==> config.mk <==
export PLATFORM = sky130hd
export DESIGN_NAME = lcd_bus_ctrl_flat
export DESIGN_NICKNAME = d
export VERILOG_FILES = /design/src/rtl/lcd_bus_ctrl_pkg.sv /design/src/rtl/lcd_bus_ctrl_if.sv /design/src/rtl/lcd_bus_ctrl_timer.sv /design/src/rtl/lcd_bus_ctrl.sv /design/src/flat_wrapper.sv
export SDC_FILE = /design/constraint.sdc
export NUM_CORES = 1
export LEC_CHECK = 0
export CELL_PAD_IN_SITES_DETAIL_PLACEMENT = 1
export CELL_PAD_IN_SITES_GLOBAL_PLACEMENT = 1
export CORE_MARGIN = 2
export CORE_UTILIZATION = 46
export DETAILED_ROUTE_END_ITERATION = 10
export GPL_TIMING_DRIVEN = 1
export PLACE_DENSITY_LB_ADDON = 0.1
export SLEW_MARGIN = 0
export SYNTH_ARGS = -nofsm -noshare
export SYNTH_HDL_FRONTEND = slang
export SYNTH_SLANG_ARGS = --single-unit
==> constraint.sdc <==
create_clock -name CLK -period 9.2 [get_ports CLK]
set_input_delay 1.84 -clock CLK [delete_from_list [all_inputs] [get_ports CLK]]
set_output_delay 1.84 -clock CLK [all_outputs]
set_load 0.01 [all_outputs]
==> src/rtl/lcd_bus_ctrl_pkg.sv <==
// Shared types and elaboration helpers for the HD44780-style LCD bus controller.
package lcd_pkg;

  typedef enum logic [2:0] {
    IDLE,
    SETUP,
    PULSE,
    HOLD,
    WAIT
  } lcd_state_t;

  localparam int TMR_W = 32;

  function automatic int us_to_cycles(int freq, int us);
    return (freq / 1_000_000) * us;
  endfunction

  function automatic bit cycles_ok(int t_setup, int t_pulse, int t_hold);
    return (t_setup >= 1) && (t_pulse >= 1) && (t_hold >= 1);
  endfunction

  function automatic bit data_w_ok(int data_w);
    return (data_w == 4) || (data_w == 8);
  endfunction

endpackage

==> src/rtl/lcd_bus_ctrl_if.sv <==
// Request handshake and LCD pin bundle between the sequencer and the bus controller.
interface lcd_bus_ctrl_if #(
  parameter int DATA_W  = 4,
  parameter int DELAY_W = 21
) ();
  import lcd_pkg::*;

  // A request transfers on the edge where req_valid & req_ready; the requester
  // holds req_valid and the req_* fields stable until then, nothing is queued.
  logic               req_valid;
  logic               req_ready;
  logic               req_rs;
  logic [7:0]         req_data;
  logic               req_nibble;
  logic [DELAY_W-1:0] req_delay;
  logic [DATA_W-1:0]  LCD_D;
  logic               LCD_RS;
  logic               LCD_E;
  logic               busy;
  logic               done;
  lcd_state_t         dbg_state;

  modport master (
    output req_valid, req_rs, req_data, req_nibble, req_delay,
    input  req_ready, busy, done, LCD_D, LCD_RS, LCD_E, dbg_state
  );

  modport slave (
    input  req_valid, req_rs, req_data, req_nibble, req_delay,
    output req_ready, busy, done, LCD_D, LCD_RS, LCD_E, dbg_state
  );

endinterface

==> src/rtl/lcd_bus_ctrl_timer.sv <==
// Loadable down-counter; expired is high whenever the count sits at zero.
module lcd_cycle_timer
  import lcd_pkg::*;
#(
  parameter int W = TMR_W
) (
  input  logic         i_clk,
  input  logic         i_rst,
  input  logic         i_load,
  input  logic [W-1:0] i_value,
  output logic         o_expired
);

  logic [W-1:0] r_count;

  always_ff @(posedge i_clk) begin
    if (i_rst) begin
      r_count <= '0;
    end else if (i_load) begin
      r_count <= i_value;
    end else if (r_count != '0) begin
      r_count <= r_count - W'(1);
    end
  end

  assign o_expired = (r_count == '0);

endmodule

==> src/rtl/lcd_bus_ctrl.sv <==
// HD44780-style bus controller: one byte or nibble per request with timed
// setup/pulse/hold phases, then a per-request settle delay before done.
module lcd_bus_ctrl
  import lcd_pkg::*;
#(
  parameter int CLK_FREQ_HZ = 50_000_000,
  parameter int DATA_W      = 4,
  parameter int SETUP_US    = 1,
  parameter int E_PULSE_US  = 3,
  parameter int HOLD_US     = 1,
  parameter int DELAY_W     = 21
) (
  input logic           CLK,
  input logic           RST,
  lcd_bus_ctrl_if.slave bus
);

  localparam int T_SETUP   = us_to_cycles(CLK_FREQ_HZ, SETUP_US);
  localparam int T_E_PULSE = us_to_cycles(CLK_FREQ_HZ, E_PULSE_US);
  localparam int T_HOLD    = us_to_cycles(CLK_FREQ_HZ, HOLD_US);

  if (!data_w_ok(DATA_W)) begin : g_bad_width
    $error("lcd_bus_ctrl: DATA_W must be 4 or 8");
  end
  if (!cycles_ok(T_SETUP, T_E_PULSE, T_HOLD)) begin : g_bad_timing
    $error("lcd_bus_ctrl: every phase must last at least one clock cycle");
  end

  lcd_state_t         r_state, w_state_nxt;
  logic [7:0]         r_byte, w_byte_nxt;
  logic               r_rs, w_rs_nxt, r_nib, w_nib_nxt, r_second, w_second_nxt;
  logic [DELAY_W-1:0] r_delay, w_delay_nxt, r_dly_cnt;
  logic               r_lcd_e, r_lcd_rs, r_done;
  logic [DATA_W-1:0]  r_lcd_d, w_d_sel;
  logic               w_accept, w_low_pend, w_dly_match, w_expired, w_tmr_load;
  logic [TMR_W-1:0]   w_tmr_value;

  lcd_cycle_timer #(.W(TMR_W)) u_phase_timer (
    .i_clk     (CLK),
    .i_rst     (RST),
    .i_load    (w_tmr_load),
    .i_value   (w_tmr_value),
    .o_expired (w_expired)
  );

  assign w_accept    = bus.req_valid && (r_state == IDLE);
  assign w_low_pend  = (DATA_W == 4) && !r_nib && !r_second;
  // Counter is zero on the E-fall cycle, so matching on cnt+1 lands done exactly req_delay later.
  assign w_dly_match = ({1'b0, r_dly_cnt} + (DELAY_W+1)'(1)) >= {1'b0, r_delay};

  if (DATA_W == 8) begin : g_bus8
    assign w_d_sel = w_byte_nxt;
  end else begin : g_bus4
    assign w_d_sel = w_second_nxt ? w_byte_nxt[3:0] : w_byte_nxt[7:4];
  end

  always_comb begin
    w_state_nxt  = r_state;
    w_tmr_load   = 1'b0;
    w_tmr_value  = '0;
    w_byte_nxt   = r_byte;
    w_rs_nxt     = r_rs;
    w_nib_nxt    = r_nib;
    w_delay_nxt  = r_delay;
    w_second_nxt = r_second;
    unique case (r_state)
      IDLE: if (w_accept) begin
        w_state_nxt  = SETUP;
        w_tmr_load   = 1'b1;
        w_tmr_value  = TMR_W'(T_SETUP - 1);
        w_byte_nxt   = bus.req_data;
        w_rs_nxt     = bus.req_rs;
        w_nib_nxt    = bus.req_nibble;
        w_delay_nxt  = bus.req_delay;
        w_second_nxt = 1'b0;
      end
      SETUP: if (w_expired) begin
        w_state_nxt = PULSE;
        w_tmr_load  = 1'b1;
        w_tmr_value = TMR_W'(T_E_PULSE - 1);
      end
      PULSE: if (w_expired) begin
        w_state_nxt = HOLD;
        w_tmr_load  = 1'b1;
        w_tmr_value = TMR_W'(T_HOLD - 1);
      end
      HOLD: if (w_expired) begin
        if (w_low_pend) begin
          w_state_nxt  = SETUP;
          w_tmr_load   = 1'b1;
          w_tmr_value  = TMR_W'(T_SETUP - 1);
          w_second_nxt = 1'b1;
        end else begin
          w_state_nxt = WAIT;
        end
      end
      WAIT: if (w_dly_match) w_state_nxt = IDLE;
      default: w_state_nxt = IDLE;
    endcase
  end

  // Pin registers are loaded from the next state so the strobe never glitches on decode.
  always_ff @(posedge CLK) begin
    if (RST) begin
      r_state   <= IDLE;
      r_byte    <= '0;
      r_rs      <= 1'b0;
      r_nib     <= 1'b0;
      r_second  <= 1'b0;
      r_delay   <= '0;
      r_dly_cnt <= '0;
      r_lcd_e   <= 1'b0;
      r_lcd_rs  <= 1'b0;
      r_lcd_d   <= '0;
      r_done    <= 1'b0;
    end else begin
      r_state   <= w_state_nxt;
      r_byte    <= w_byte_nxt;
      r_rs      <= w_rs_nxt;
      r_nib     <= w_nib_nxt;
      r_second  <= w_second_nxt;
      r_delay   <= w_delay_nxt;
      r_dly_cnt <= (r_state == HOLD || r_state == WAIT) ? r_dly_cnt + DELAY_W'(1) : '0;
      r_lcd_e   <= (w_state_nxt == PULSE);
      r_lcd_rs  <= (w_state_nxt != IDLE) && w_rs_nxt;
      r_lcd_d   <= (w_state_nxt inside {SETUP, PULSE, HOLD}) ? w_d_sel : '0;
      r_done    <= (r_state == WAIT) && (w_state_nxt == IDLE);
    end
  end

  assign bus.req_ready = (r_state == IDLE);
  assign bus.busy      = (r_state != IDLE);
  assign bus.LCD_E     = r_lcd_e;
  assign bus.LCD_RS    = r_lcd_rs;
  assign bus.LCD_D     = r_lcd_d;
  assign bus.done      = r_done;
  assign bus.dbg_state = r_state;

endmodule

==> src/flat_wrapper.sv <==
// flat-port wrapper written by rule: the top's interface ports become plain ports
module lcd_bus_ctrl_flat import lcd_pkg::*;
#(
  parameter int CLK_FREQ_HZ = 50_000_000,
  parameter int DATA_W      = 4,
  parameter int SETUP_US    = 1,
  parameter int E_PULSE_US  = 3,
  parameter int HOLD_US     = 1,
  parameter int DELAY_W     = 21
)
  (CLK, RST, bus_req_valid, bus_req_rs, bus_req_data, bus_req_nibble, bus_req_delay, bus_req_ready, bus_busy, bus_done, bus_LCD_D, bus_LCD_RS, bus_LCD_E, bus_dbg_state);
  lcd_bus_ctrl_if #(.DATA_W(DATA_W), .DELAY_W(DELAY_W)) bus_i ();
  input logic CLK;
  input logic RST;
  input wire logic [$bits(bus_i.req_valid)-1:0] bus_req_valid;
  input wire logic [$bits(bus_i.req_rs)-1:0] bus_req_rs;
  input wire logic [$bits(bus_i.req_data)-1:0] bus_req_data;
  input wire logic [$bits(bus_i.req_nibble)-1:0] bus_req_nibble;
  input wire logic [$bits(bus_i.req_delay)-1:0] bus_req_delay;
  output wire logic [$bits(bus_i.req_ready)-1:0] bus_req_ready;
  output wire logic [$bits(bus_i.busy)-1:0] bus_busy;
  output wire logic [$bits(bus_i.done)-1:0] bus_done;
  output wire logic [$bits(bus_i.LCD_D)-1:0] bus_LCD_D;
  output wire logic [$bits(bus_i.LCD_RS)-1:0] bus_LCD_RS;
  output wire logic [$bits(bus_i.LCD_E)-1:0] bus_LCD_E;
  output wire logic [$bits(bus_i.dbg_state)-1:0] bus_dbg_state;
  assign bus_i.req_valid = bus_req_valid;
  assign bus_i.req_rs = bus_req_rs;
  assign bus_i.req_data = bus_req_data;
  assign bus_i.req_nibble = bus_req_nibble;
  assign bus_i.req_delay = bus_req_delay;
  assign bus_req_ready = bus_i.req_ready;
  assign bus_busy = bus_i.busy;
  assign bus_done = bus_i.done;
  assign bus_LCD_D = bus_i.LCD_D;
  assign bus_LCD_RS = bus_i.LCD_RS;
  assign bus_LCD_E = bus_i.LCD_E;
  assign bus_dbg_state = bus_i.dbg_state;
  lcd_bus_ctrl #(.CLK_FREQ_HZ(CLK_FREQ_HZ), .DATA_W(DATA_W), .SETUP_US(SETUP_US), .E_PULSE_US(E_PULSE_US), .HOLD_US(HOLD_US), .DELAY_W(DELAY_W)) u_core (.CLK(CLK), .RST(RST), .bus(bus_i));
endmodule
==> impl_metrics.ini <==
[detailed_routing]
avgRoutedWirePerCell_um = 15.0
vias_per_cell = 5.22
first_iter_violations = 83
dr.pass1.iters = 4
routed_wl_um = 10500
drc = 0
dr_total_vias = 3666
detail-route-antenna-nets = 0

[cts]
clkTransAtPathRegs_ns = 0.09
htree_levels = 3
cts_resized = 0
postCtsSetupBuffers = 0
root_buffer = clkbuf_8
clock-sinks = 95
postCtsHoldBufs = 0
cts_made_buffers = 9
cts_tree = done
clock_path_buffers = 2
insertion_delay_ns = 0.38

[power]
combPwrFrac_pct = 48.4
pwr-share-seq_pct = 36.2
p_int_mw = 0.926
p_switching_mw = 0.683
p_clk_share_pct = 15.4
swShare_pct = 42.5
power.density_mw_per_mm2 = 309
power_mw = 1.61
p_leak_nw = 2.09
peakVddDrop_v = 0.000313

[synthesis]
yosysTopAreaCellShare_pct = 42.2
seq_area_frac_synth_pct = 42.2
synth_edf_count = 0
synth_top_area_cell = dfxtp_1
postSynthCellCount = 528
yosys_warnings = 0
syn_area_per_cell_um2 = 8.54
synth_fp_nets = 585
ys.flop_type = dfxtp_1
syn_area_mm2 = 0.00451
synth_most_common_cell = dfxtp_1
synthTopCellsByArea = dfxtp_1, ha_1, nand2_1
async_reset_ff_share_pct = 0
synth_commonest_cells = dfxtp_1, nand2_1, nor2_1
synth_cell_types = 49
ys_ff_latch = 95

[sta]
tightest_slew_ns = 1.12
slew_violations = 0
setup-tns-final_ns = 0
maxSlewHeadroom_pct = 24.6
grt_setup_unrepaired = false
hold_slack_ns = 0.460
skew_ns = 0.0101
finalSetupViolCount = 0
finalCritPeriodShare_pct = 43.0
fmax_mhz = 253
hold_violations = 0
fin_crit_ns = 3.96

[hold_path]
hold_class = reg2reg

[final_layout]
area_delta_synth_final_pct = 15.5
layout.nets = 622
fill_cells = 1187
stdcell_count = 702
multi_input_area_mm2 = 0.00240
post-route-util_pct = 54.1
drive_gt1_share_pct = 4.57
antenna_cells = 0
ff_latch_area_mm2 = 0.00190

[critical_path]
regToRegSetupSlack_ns = 5.56
slowest_stage = o311ai_0
path_delay_family = compound AO/OA/AOI/OAI gates
slowest_delay_ns = 0.96
start_kind = input pin
arrival_ns = 4.23
critPathCaptureType = flip-flop
worst-path-buf-inv = 1
crit_type = in2reg
worstPathMaxFanout = 5
required_ns = 9.48
path_cells = clkdlybuf4s50_1, nor3_1, nor3_1, o311ai_0, nor2_1, xnor2_1, nor2_1

[floorplanning]
dieArea_mm2 = 0.0106
core_area_mm2 = 0.00964
io_pins = 46
die_height_um = 103
die_w_um = 103
start_util_pct = 46.8
rows = 36

[run_status]
outcome = finished clean

[placement]
gp_congestion = 0.737
placed_cells = 686
portBuffers = 45
hpwl_um = 7470

[global_routing]
first_global_vias = 3850
grt_overflow = 0
track_usage_pct = 21.8
antenna_found_initial = 0
grt_pass1_wl_um = 17900
grt_max_degree = 45

[job]
cap_violations = 0
worst reg2reg max path, cell delays in order (launching register included):
cell and delay [ns]:
dfxtp_1 0.40, ha_1 0.23, nand4_1 0.19, nor3_1 0.64, and4_1 0.32, xor2_1 0.20
ha_1 0.29, nand3_1 0.12, nor2_1 0.08, a221o_1 0.31, a311o_1 0.31, a31oi_1 0.29
nor4bb_1 0.12
per-stage QoR:
stage | setup WS [ns] | cell area (um^2)
CTS | 5.24 | 5210
detailed placement | 4.81 | 5040
finish | 5.24 | 5210
global route | 4.98 | 5210
floorplan | 5.90 | 4510
global placement | 4.93 | 5040
path summary, 6_finish.rpt:
check | startpoint | end | cells past startpoint
worst max-delay path | bus_req_valid | u_core.u_phase_timer.r_count[27]$_SDFFE_PP0P_ | 7
worst min-delay path | u_core.r_delay[1]$_SDFFE_PP0P_ | u_core.r_delay[1]$_SDFFE_PP0P_ | 2
worst max register to register | u_core.r_dly_cnt[0]$_SDFF_PP0_ | u_core.bus.done$_SDFF_PP0_ | 12
worst min register to register | u_core.r_delay[1]$_SDFFE_PP0P_ | u_core.r_delay[1]$_SDFFE_PP0P_ | 2
registers in the layout, summed over array words and instances, names as in the netlist:
| name | flops |
|---|---|
| u_core.bus.LCD_E | 1 |
| u_core.bus.LCD_RS | 1 |
| u_core.bus.LCD_D | 4 |
| u_core.r_delay | 21 |
| u_core.r_byte | 8 |
| u_core.r_dly_cnt | 21 |
| u_core.r_second | 1 |
| u_core.r_nib | 1 |
| u_core.bus.done | 1 |
| u_core.u_phase_timer.r_count | 32 |
| u_core.bus.dbg_state | 3 |
| u_core.r_rs | 1 |
placed cells by master, fill, tap and decap left out, types with 4 or more instances in the layout:
master	n
nor2b_1	20
dfxtp_1	95
buf_4	4
nand3_1	12
nor3_1	16
nor2_1	58
clkdlybuf4s50_1	45
a21oi_1	38
inv_1	26
and2_1	4
o21ai_0	5
mux2i_1	12
nor4_1	12
nand2_1	72
or3_1	7
xnor2_1	30
ha_1	23
or4_1	6
xor2_1	14
nand4_1	7
clkbuf_8	10
cell type report:
type / count / share of cell area (%)
inverter: 26 / 1.87
timing repair buffer: 50 / 9.32
clock buffer: 11 / 2.71
multi-input combinational: 383 / 46.0
tap: 133 / 3.19
sequential: 95 / 36.5
clock inverter: 4 / 0.432
cells by family after synthesis:
family	synth area share, %
buffers and inverters	4.72
flip-flops	42.2
XOR/XNOR	8.54
AND/OR/NAND/NOR	25.2
adder cells (fa/ha/maj)	6.38
AO/OA/AOI/OAI	10.3
multiplexers	2.66
routing by layer:
layer	vias to the layer above	share of wire, %	global-route usage (%)
met1	1759	44	24.9
met2	24	52	39.6
met4	0	1.1	5.47
met3	9	2.7	6.51
met5	-	0	0
li1	1874	-	-
power by group through the flow:
stage          sequential (mW)  clock (mW)  combinational [mW]
6_report                 0.583       0.248               0.779
4_1_cts                  0.584       0.260               0.789
3_5_place_dp             0.592           0               0.784
3_3_place_gp             0.586           0               0.763
2_1_floorplan            0.569           0               0.641
5_1_grt                  0.597       0.274               0.872
Power figures use the tool's default switching activity.
